--- src/rtl/lcd_hd44780_driver.sv ---
// HD44780 character-LCD timing engine: runs the power-up init sequence, then sends
// byte requests taken over valid/ready with setup / EN / hold / execution timing.
module lcd_hd44780_driver #(
  parameter int unsigned POWERUP_CYC = 375000,
  parameter int unsigned SETUP_CYC   = 2,
  parameter int unsigned EN_CYC      = 12,
  parameter int unsigned HOLD_CYC    = 2,
  parameter int unsigned EXEC_CYC    = 1000,
  parameter int unsigned CLEAR_CYC   = 41000
) (
  input  logic        i_clk,
  input  logic        i_reset,
  input  logic        i_req_vld,
  input  logic        i_req_rs,
  input  logic [7:0]  i_req_data,
  output logic        o_req_rdy,
  output logic        o_init_done,
  output logic [31:0] o_io_lcd
);

  function automatic int unsigned max2(input int unsigned a, input int unsigned b);
    return (a > b) ? a : b;
  endfunction

  localparam int unsigned MAX_CYC = max2(max2(max2(POWERUP_CYC, SETUP_CYC), max2(EN_CYC, HOLD_CYC)),
                                         max2(EXEC_CYC, CLEAR_CYC));
  localparam int CW = $clog2(MAX_CYC + 1);

  typedef enum logic [2:0] {
    S_PWRUP,
    S_SETUP,
    S_PULSE,
    S_HOLD,
    S_EXEC,
    S_IDLE
  } state_t;

  state_t          r_state;
  state_t          w_state_next;
  logic [CW-1:0]   r_cnt;
  logic [CW-1:0]   w_limit;
  logic            w_cnt_last;
  logic            w_long_wait;
  logic            w_accept;
  logic            w_load_init;
  logic [7:0]      w_init_byte;

  logic            r_on;
  logic            r_en;
  logic            r_rs;
  logic [7:0]      r_data;
  logic [2:0]      r_init_idx;
  logic            r_init_busy;
  logic            r_init_done;

  // Clear/home (0x01..0x03) need the long execution wait; data writes never do.
  assign w_long_wait = ~r_rs && (r_data[7:2] == 6'd0) && (r_data != 8'd0);

  always_comb begin
    w_init_byte = 8'h06;
    case (r_init_idx)
      3'd0:    w_init_byte = 8'h38;
      3'd1:    w_init_byte = 8'h0C;
      3'd2:    w_init_byte = 8'h01;
      default: w_init_byte = 8'h06;
    endcase
  end

  always_comb begin
    w_limit = CW'(1);
    case (r_state)
      S_PWRUP: w_limit = CW'(POWERUP_CYC);
      S_SETUP: w_limit = CW'(SETUP_CYC);
      S_PULSE: w_limit = CW'(EN_CYC);
      S_HOLD:  w_limit = CW'(HOLD_CYC);
      S_EXEC:  w_limit = w_long_wait ? CW'(CLEAR_CYC) : CW'(EXEC_CYC);
      default: w_limit = CW'(1);
    endcase
  end

  assign w_cnt_last = (r_cnt == (w_limit - CW'(1)));

  always_comb begin
    w_state_next = r_state;
    w_accept     = 1'b0;
    w_load_init  = 1'b0;
    case (r_state)
      S_PWRUP: begin
        if (w_cnt_last) begin
          w_state_next = S_SETUP;
          w_load_init  = 1'b1;
        end
      end
      S_SETUP: if (w_cnt_last) w_state_next = S_PULSE;
      S_PULSE: if (w_cnt_last) w_state_next = S_HOLD;
      S_HOLD:  if (w_cnt_last) w_state_next = S_EXEC;
      S_EXEC: begin
        if (w_cnt_last) begin
          if (r_init_busy && (r_init_idx != 3'd4)) begin
            w_state_next = S_SETUP;
            w_load_init  = 1'b1;
          end else begin
            w_state_next = S_IDLE;
          end
        end
      end
      S_IDLE: begin
        if (i_req_vld) begin
          w_state_next = S_SETUP;
          w_accept     = 1'b1;
        end
      end
      default: w_state_next = S_PWRUP;
    endcase
  end

  always_ff @(posedge i_clk or negedge i_reset) begin
    if (!i_reset) r_state <= S_PWRUP;
    else          r_state <= w_state_next;
  end

  always_ff @(posedge i_clk or negedge i_reset) begin
    if (!i_reset) begin
      r_on        <= 1'b0;
      r_en        <= 1'b0;
      r_rs        <= 1'b0;
      r_data      <= 8'd0;
      r_cnt       <= '0;
      r_init_idx  <= 3'd0;
      r_init_busy <= 1'b1;
      r_init_done <= 1'b0;
    end else begin
      r_on <= 1'b1;
      // EN registered from the next state so the pin is a clean flop output.
      r_en <= (w_state_next == S_PULSE);
      if ((w_state_next != r_state) || (r_state == S_IDLE)) r_cnt <= '0;
      else                                                  r_cnt <= r_cnt + CW'(1);
      if (w_load_init) begin
        r_rs       <= 1'b0;
        r_data     <= w_init_byte;
        r_init_idx <= r_init_idx + 3'd1;
      end else if (w_accept) begin
        r_rs   <= i_req_rs;
        r_data <= i_req_data;
      end
      if ((r_state == S_EXEC) && (w_state_next == S_IDLE)) begin
        r_init_busy <= 1'b0;
        r_init_done <= 1'b1;
      end
    end
  end

  assign o_req_rdy   = (r_state == S_IDLE);
  assign o_init_done = r_init_done;
  assign o_io_lcd    = {r_on, 20'd0, r_en, r_rs, 1'b0, r_data};

endmodule
--- config.mk ---
export PLATFORM = sky130hd
export DESIGN_NAME = lcd_hd44780_driver
export DESIGN_NICKNAME = d
export VERILOG_FILES = /design/src/rtl/lcd_hd44780_driver.sv
export SDC_FILE = /design/constraint.sdc
export NUM_CORES = 1
export LEC_CHECK = 0
export CORE_MARGIN = 10
export CORE_UTILIZATION = 40
export DETAILED_ROUTE_END_ITERATION = 10
export MAX_ROUTING_LAYER = met4
export PLACE_DENSITY_LB_ADDON = 0.08
export SLEW_MARGIN = 25
export SYNTH_ARGS = -nofsm -noshare
export SYNTH_HDL_FRONTEND = slang
export SYNTH_SLANG_ARGS = --single-unit
--- constraint.sdc ---
create_clock -name i_clk -period 2.31 [get_ports i_clk]
set_input_delay 0.5775 -clock i_clk [delete_from_list [all_inputs] [get_ports i_clk]]
set_output_delay 0.5775 -clock i_clk [all_outputs]
set_load 0.02 [all_outputs]
# Word level (Yosys, flattened, before mapping)
# Index checks and enable logic that the tools add are counted.
# word_totals
register_bits,38
input_bits,12
output_inout_bits,34
word_cells,58
# classes
addsub,3
n_eq_ne,12
mux,22
bitwise_logic,1
n_reduce_logical,11
# ops
operator,count
case mux 19 bit (4 select lines),1
2-to-1 mux 3 bit,7
adder 19 x 1 -> 19 bit (second input constant),1
== test 19 bit,1
2-to-1 mux 19 bit,1
subtractor 19 x 1 -> 19 bit (second input constant),1
case mux 3 bit (6 select lines),1
case mux 6 bit (3 select lines),1
2-to-1 mux 16 bit,1
2-to-1 mux 8 bit,2
== test 3 x 2 -> 1 bit (second input constant),4
== test 3 bit (second input constant),3
nonzero test 8 bit,1
2-to-1 mux 1 bit,7
== test 3 x 1 -> 1 bit (second input constant),2
logical NOT 3 bit,2
logical NOT 6 bit,1
logical AND 1 bit,4
adder 3 x 1 -> 3 bit (second input constant),1
inequality test 3 bit,1
inequality test 3 bit (second input constant),1
case mux 1 bit (2 select lines),1
nonzero test 2 bit,1
OR reduction 2 bit,1
other kinds (2),2

# Logic depth before layout (Yosys ltp)
# Gate-level depths: netlist (run 1).
# logic_depth
ltp_word,12
mapped_depth,11
mapped_depth_nobuf,7

# Least setup slack after synthesis (run 1)
# OpenSTA, ideal clock, no wires.
# synth_timing
path_kind,flip-flop to flip-flop
startpoint,register r_state[0]
endpoint,register r_init_idx[1]
setup_time_ns,0.128
arrival_ns,2.394
required_time_ns,2.182
slack_ns,-0.211
stages_incl_launch_ff,9
path_buffers,1
period_less_slack_ns,2.521
cell_sequence,dfrtp_1 > or3b_1 > a31oi_1 > mux2i_1 > o21ai_1 > nor4_4 > and3_1 > buf_2 > mux2_1
# synth_between
elab_chain_cells,7
elab_cells_between_ends,12
cone_classes,add/sub: 1; eq/ne: 5; mux: 4; reduce/logical: 2
# synth_rtl
element,line_no,rtl
from (decl),38,state_t r_state;
from (signal assigned),119,else r_state <= w_state_next;
== test 3 x 2 -> 1 bit / == test 3 x 1 -> 1 bit (equally long branches),71,case (r_state)
OR reduction 2 bit (no line),-,
case mux 19 bit (4 select lines),71,
subtractor 19 x 1 -> 19 bit,81,assign w_cnt_last = (r_cnt == (w_limit - CW'(1)));
== test 19 bit,81,
"2-to-1 mux 1 bit, on equally long branches","98, 89",
case mux 1 bit (2 select lines) (*),87,case (r_state)
to (signal assigned),141,r_init_idx <= r_init_idx + 3'd1;
to (decl),52,logic [2:0] r_init_idx;
# Every way passes the cells marked *; elsewhere a longest branch is shown, timed or not.
# A chain may end at the register's enable or synchronous reset.

# Final worst setup path (run 1)
# layout_timing
startpoint,register r_state[0]
endpoint,register r_en
# layout_between
elab_chain_cells,8
elab_cells_between_ends,18
cone_classes,add/sub: 1; eq/ne: 7; mux: 8; reduce/logical: 2
# layout_rtl
element,line_no,rtl
== test 3 x 2 -> 1 bit / == test 3 x 1 -> 1 bit (equally long branches),"71, 87",
OR reduction 2 bit (no line),-,
case mux 19 bit (4 select lines),71,
subtractor 19 x 1 -> 19 bit,81,
== test 19 bit,81,
"2-to-1 mux 3 bit, on equally long branches",-,
case mux 3 bit (6 select lines) (*),87,
== test 3 x 2 -> 1 bit (*),135,r_en <= (w_state_next == S_PULSE);
to (signal assigned),135,
to (decl),49,logic r_en;
# Marked as above.

==> results of run 1 <==
[flip-flops by register name, summed over array words and instances, names as in the netlist]
register     flops
r_cnt           19
r_data           8
r_init_idx       3
r_state          3
o_init_done      1
r_en             1
r_init_busy      1
r_on             1
r_rs             1
[routing by layer]
layer | up-vias | track usage, %
li1 | 911 | -
met1 | 891 | 17.2
met2 | 48 | 19.1
met3 | 2 | 3.81
met4 | 0 | 2.95
met5 | - | -
[cell usage in the layout, fill, tap and decap left out, types with 6 or more instances in the layout]
cell type,instances
inv_1,8
nand4_1,8
nand3_1,13
clkdlybuf4s50_1,22
nor2_1,22
and3_1,6
buf_4,33
conb_1,22
xor2_1,17
dfrtp_1,35
nand2_1,13
[area by class of cell]
cell class              instances  area [sq um]
fillers                       500          2490
clock buffers                   6          72.6
inverters                       8          30.0
clock inverters                 2          10.0
repair buffers                 62           556
multi-input cells             182          1340
well taps                      72          90.1
flip-flops and latches         38           955
[repair_timing]
| item | CTS | global route |
|---|---|---|
| buffers inserted | 4 | 1 |
| setup endpoints to repair | 34 | 37 |
| gates cloned | 0 | 0 |
| resized for setup | 14 | 27 |
| pin swaps | 3 | 10 |
[critical path, stage by stage (launching register included)]
cell and delay [ns]:
dfrtp_1 0.43, or3b_4 0.45, a31oi_4 0.18, mux2i_2 0.25
o21ai_2 0.11, or4_4 0.47, or3_4 0.36, a21oi_1 0.13
[Yosys cell counts, drive strengths merged, types with 4 or more instances]
master,number,area (sq um)
dfrtp,37,926
buf,31,230
nor2,24,90.1
xor2,17,149
nand3,14,70.1
nand2,13,48.8
inv,8,30.0
nand4,8,50.1
o21ai,8,43.8
and3,7,43.8
nor3,7,35.0
mux2i,6,60.1
ha,5,62.6
xnor2,5,43.8
a31oi,4,25.0
o31ai,4,30.0
[worst paths after layout]
kind,to,slack (ns),cells after the start
worst max-delay path,r_en$_DFF_PN0_,-0.12,7
worst min-delay path,r_cnt[1]$_DFF_PN0_,0.14,1
worst max register to register,r_en$_DFF_PN0_,-0.12,7
worst min register to register,o_init_done$_DFFE_PN0P_,0.48,1
max in group asynchronous,r_data[7]$_DFFE_PN0P_,1.50,2
min in group i_clk,o_init_done$_DFFE_PN0P_,0.48,1
[power by group through the flow]
stage                     clock (mW)  combinational (mW)  sequential [mW]
after floorplan                    0              0.0606            0.679
after global placement             0              0.0680            0.679
after detailed placement           0              0.0684            0.679
after CTS                      0.462              0.0683            0.666
after global routing           0.502              0.0763            0.666
final                          0.456              0.0696            0.666
[kinds of logic (layout without fill, tap and decap cells)]
logic type | after synthesis | in the layout | share of synthesized area, %
AO/OA/AOI/OAI | 33 | 33 | 9.98
XOR/XNOR | 22 | 22 | 8.36
adder cells (fa/ha/maj) | 5 | 5 | 2.71
buffers and inverters | 42 | 78 | 11.8
flip-flops | 38 | 38 | 41.3
multiplexers | 7 | 7 | 3.09
other | 2 | 22 | 0.326
AND/OR/NAND/NOR | 93 | 93 | 22.5
==> qor.csv, run 1 <==
metric;value;unit
Crit. End Element;register;
failing checks;setup timing;
drt wl/cell;15.2;um
Syn Area/Cell;9.53;sq um
MaxCap Viol Count;0;
Clock Path Buffers;2;
dpl ws;-0.199;ns
antenna violations before repair;0;
Layout Nets;314;
WL final;5.61;mm
ANT cells;0;
Net Sw Frac;24.9;%
Worst R2R Start;r_state[0]$_DFF_PN0_;
Arrival @ worst endpoint;2.66;ns
peak supply drop;265;uV
H-tree depth;2;
sequential-to-total area share from yosys stat;41.3;%
Net Switching;297;uW
core area;5540;sq um
Die H;95.9;um
first-pass GRT wire length;9.08;mm
Pwr Total;1.19;mW
Leak;1.38;nW
post-route cell area;3050;sq um
pwr/cell area;390;nW/um^2
status;finished with violations;
CTS sink cnt;38;
worst setup path startpoint;r_state[0]$_DFF_PN0_;
Fin Hold WS;0.144;ns
FF+latch count, synth;38;
final hold vios;0;
critical path class;register to register;
Root Buffer;clkbuf_8;
DR vias;1852;
Pint;894;uW
Placed Area;2760;sq um
gr usage total;13.0;%
Cell Rows;27;
period utilisation layout;105;%
Comb power frac;5.8;%
met3 routed WL;372;um
cell count after synthesis;242;
Ports;46;
placed cell count;358;
router iterations before antenna repair;4;
vias in the first global route;1780;
pin count of the biggest net entering global routing;27;
CTS Buf Count;5;
Async SR Flop Fraction;100;%
DR top layer;met4;
Setup Viol. Count Final;23;
min Tclk post-route;2.43;ns
HP Class;primary input to asynchronous set/reset pin;
Synth Flop Type;dfrtp_1;
DR iter-0 viols;79;
Worst Path Required;2.53;ns
Vias/cell;5.01;
clock transition at the registers of the reported paths;0.08;ns
skew final;0.00785;ns
die area;9200;sq um
Die X;95.9;um
later-pin clock latency in the skew report;0.30;ns
number of synthesized flops with an enable pin;0;
Clock Power Share;38.3;%
CTS tree;built;
Port Buffers;24;
Util after Layout;55.1;%
crit-path max FO;4;
Post-DP HPWL;4.23;mm
Non-Filler Instances;370;
ANT nets after route;0;
Yosys warnings;0;
wl on met1;2.69;mm
Initial Util;41.6;%
area grow syn2layout;32.4;%
drc violations;0;
CP startpoint kind;register;
setup ws final;-0.122;ns
share of cells above drive strength 1;28.2;%
Slew Viols, Final;0;
CTS hold repair buffers;0;
setup TNS;-0.671;ns
total grt overflow;0;
Distinct cells, synth;47;
Placer Congestion;0.857;
Seq pwr share;55.9;%
Mapped Area;2310;sq um
DR WL met2;2.52;mm
RSZ-0062 raised after global routing;yes;
FMAX;0.411;GHz
No activity file was read; power rests on OpenSTA's default activity.
==> run 2: changes to the inputs <==
- CORE_UTILIZATION: 40 -> 35
==> qor.csv, run 2 (same netlist as run 1, synthesis figures left out) <==
metric;value;unit;change
status;finished with violations;;
failing checks;setup timing;;
drt wl/cell;15.3;um;+1.1%
Crit. End Element;register;;
Worst-Margin Slew;0.507;ns;
Worst Path Required;2.53;ns;about the same
gr usage total;11.5;%;-1.5 points
area grow syn2layout;34.0;%;
Clock Path Buffers;2;;unchanged
dpl ws;-0.143;ns;+0.0562 ns
critical path class;register to register;;
GR Util met1;15.5;%;-1.7 points
Setup Viol. Count Final;27;;+17%
Reg with most FFs;r_cnt;;
Util after Layout;48.4;%;-6.8 points
Vias/cell;4.97;;-0.69%
Placer Congestion;0.808;;-5.7%
CTS sink cnt;38;;unchanged
Pint;926;uW;+3.5%
final hold vios;0;;unchanged
later-pin clock latency in the skew report;0.29;ns;about the same
Leak;1.40;nW;+1.1%
commonest cells after routing, fill and taps aside;dfrtp_1 (35), buf_4 (33), nor2_1 (22), conb_1 (22), clkdlybuf4s50_1 (22);;
Seq pwr share;54.9;%;-1.0 points
Comb power frac;5.7;%;about the same
min Tclk post-route;2.46;ns;+0.0303 ns
FMAX;0.406;GHz;-1.2%
H-tree depth;2;;unchanged
busiest grt layer;met2;;
total grt overflow;0;;unchanged
Net Switching;287;uW;-3.4%
skew final;0.00687;ns;-0.000983 ns
DR iter-0 viols;106;;+34%
HP Class;primary input to asynchronous set/reset pin;;
Worst R2R Start;r_state[1]$_DFF_PN0_;;
core area;6390;sq um;+15%
Cell Rows;29;;+7.4%
pwr/cell area;393;nW/um^2;+0.66%
router iterations before antenna repair;4;;unchanged
commonest non-fill, non-tap cell in the layout;dfrtp_1;;
RSZ-0062 raised after global routing;yes;;
antenna violations before repair;0;;unchanged
MaxCap Viol Count;0;;unchanged
CTS Buf Count;5;;unchanged
Layout Nets;315;;+0.32%
Net Sw Frac;23.7;%;-1.3 points
Post-DP HPWL;4.20;mm;-0.70%
Slew Viols, Final;0;;unchanged
Fin Hold WS;0.322;ns;+0.178 ns
Root Buffer;clkbuf_8;;
Die X;101;um;+5.5%
Ports;46;;unchanged
peak supply drop;261;uV;-1.5%
Arrival @ worst endpoint;2.68;ns;+0.02 ns
Die H;101;um;+5.5%
ANT cells;0;;unchanged
vias in the first global route;1849;;+3.9%
WL final;5.76;mm;+2.7%
first-pass GRT wire length;9.25;mm;+1.9%
clock transition at the registers of the reported paths;0.08;ns;about the same
CP startpoint kind;register;;
die area;10200;sq um;+11%
post-route cell area;3090;sq um;+1.1%
drc violations;0;;unchanged
Pwr Total;1.21;mW;+1.8%
Reg2Reg Depth;7;;unchanged
Top Registers;r_cnt: 19 flops, r_data: 8 flops;;
Layout fillers;605;;+21%
R2R Setup Slk;-0.15;ns;-0.03 ns
DR vias;1869;;+0.92%
ANT nets after route;0;;unchanged
RR Endpoint;r_state[1]$_DFF_PN0_;;
relative slew slack;66.2;%;
GR Util met3;2.79;%;-1.0 points
crit-path max FO;5;;+1
Initial Util;36.1;%;-5.5 points
met2 Resource Use GR;16.7;%;-2.3 points
Clock Power Share;39.4;%;+1.1 points
Largest register FFs;19;;unchanged
Port Buffers;24;;unchanged
pin count of the biggest net entering global routing;39;;+44%
period utilisation layout;107;%;+1.3 points
CTS tree;built;;
Placed Area;2740;sq um;-0.77%
setup ws final;-0.153;ns;-0.0303 ns
share of cells above drive strength 1;28.4;%;+0.24 points
[run 2: cell types whose count changed in the layout (fill, tap and decap cells not counted), sizes merged]
cell,before,now
clkinv,2,1
dlygate4sd2,0,1
buf,39,40
[run 2: what timing repair did]
item,4_1_cts,5_1_grt
setup buffers,5,3
pin swaps,14,5
gates resized for setup,22,19
hold endpoints to repair,0,0
setup endpoints to repair,32,36
hold buffers,0,0
[run 2: worst max-delay path by stage]
stage,depth (start not counted),start,end
global placement,6,r_rs$_DFFE_PN0P_,r_state[1]$_DFF_PN0_
finish,7,r_state[1]$_DFF_PN0_,r_state[1]$_DFF_PN0_
floorplan,7,r_data[7]$_DFFE_PN0P_,r_init_idx[1]$_DFFE_PN0P_
global route,8,r_state[1]$_DFF_PN0_,r_state[1]$_DFF_PN0_
detailed placement,7,r_state[1]$_DFF_PN0_,r_state[1]$_DFF_PN0_
CTS,7,r_state[0]$_DFF_PN0_,r_state[1]$_DFF_PN0_
[run 2: metrics by stage]
| stage | cells | TNS [ns] |
|---|---|---|
| 2_1_floorplan | 262 | -0.556 |
| 6_report | 376 | -1.36 |
| 3_3_place_gp | 361 | -0.999 |
| 4_1_cts | 374 | -1.82 |
| 5_1_grt | 376 | -4.57 |
| 3_5_place_dp | 361 | -1.20 |
[run 2: power by group through the flow]
stage / sequential [mW] / clock, mW / combinational [mW]
2_1_floorplan: 0.679 / 0 / 0.0606
3_3_place_gp: 0.679 / 0 / 0.0677
3_5_place_dp: 0.679 / 0 / 0.0680
4_1_cts: 0.666 / 0.497 / 0.0693
5_1_grt: 0.666 / 0.517 / 0.0763
6_report: 0.666 / 0.477 / 0.0697
[run 2: final cells by class]
cell class,instances,area [sq um],share of cell area (%)
clock buffer,7,86.3,2.79
multi-input combinational,182,1350,43.7
timing repair buffer,63,567,18.3
sequential,38,955,30.9
clock inverter,1,5.00,0.162
inverter,8,30.0,0.972
tap,77,96.3,3.12
[run 2: layer usage]
layer	share of wire [%]	vias up
li1	-	909
met2	45	50
met4	1.1	0
met1	48	903
met5	0	-
met3	6.2	7
[run 2: critical path: stages, from the launching register on]
cell and delay, ns:
dfrtp_1 0.43, or3b_4 0.43, a31oi_4 0.16, mux2i_1 0.20, o21ai_1 0.11, or4_4 0.58
or3_4 0.36, a21oi_2 0.13
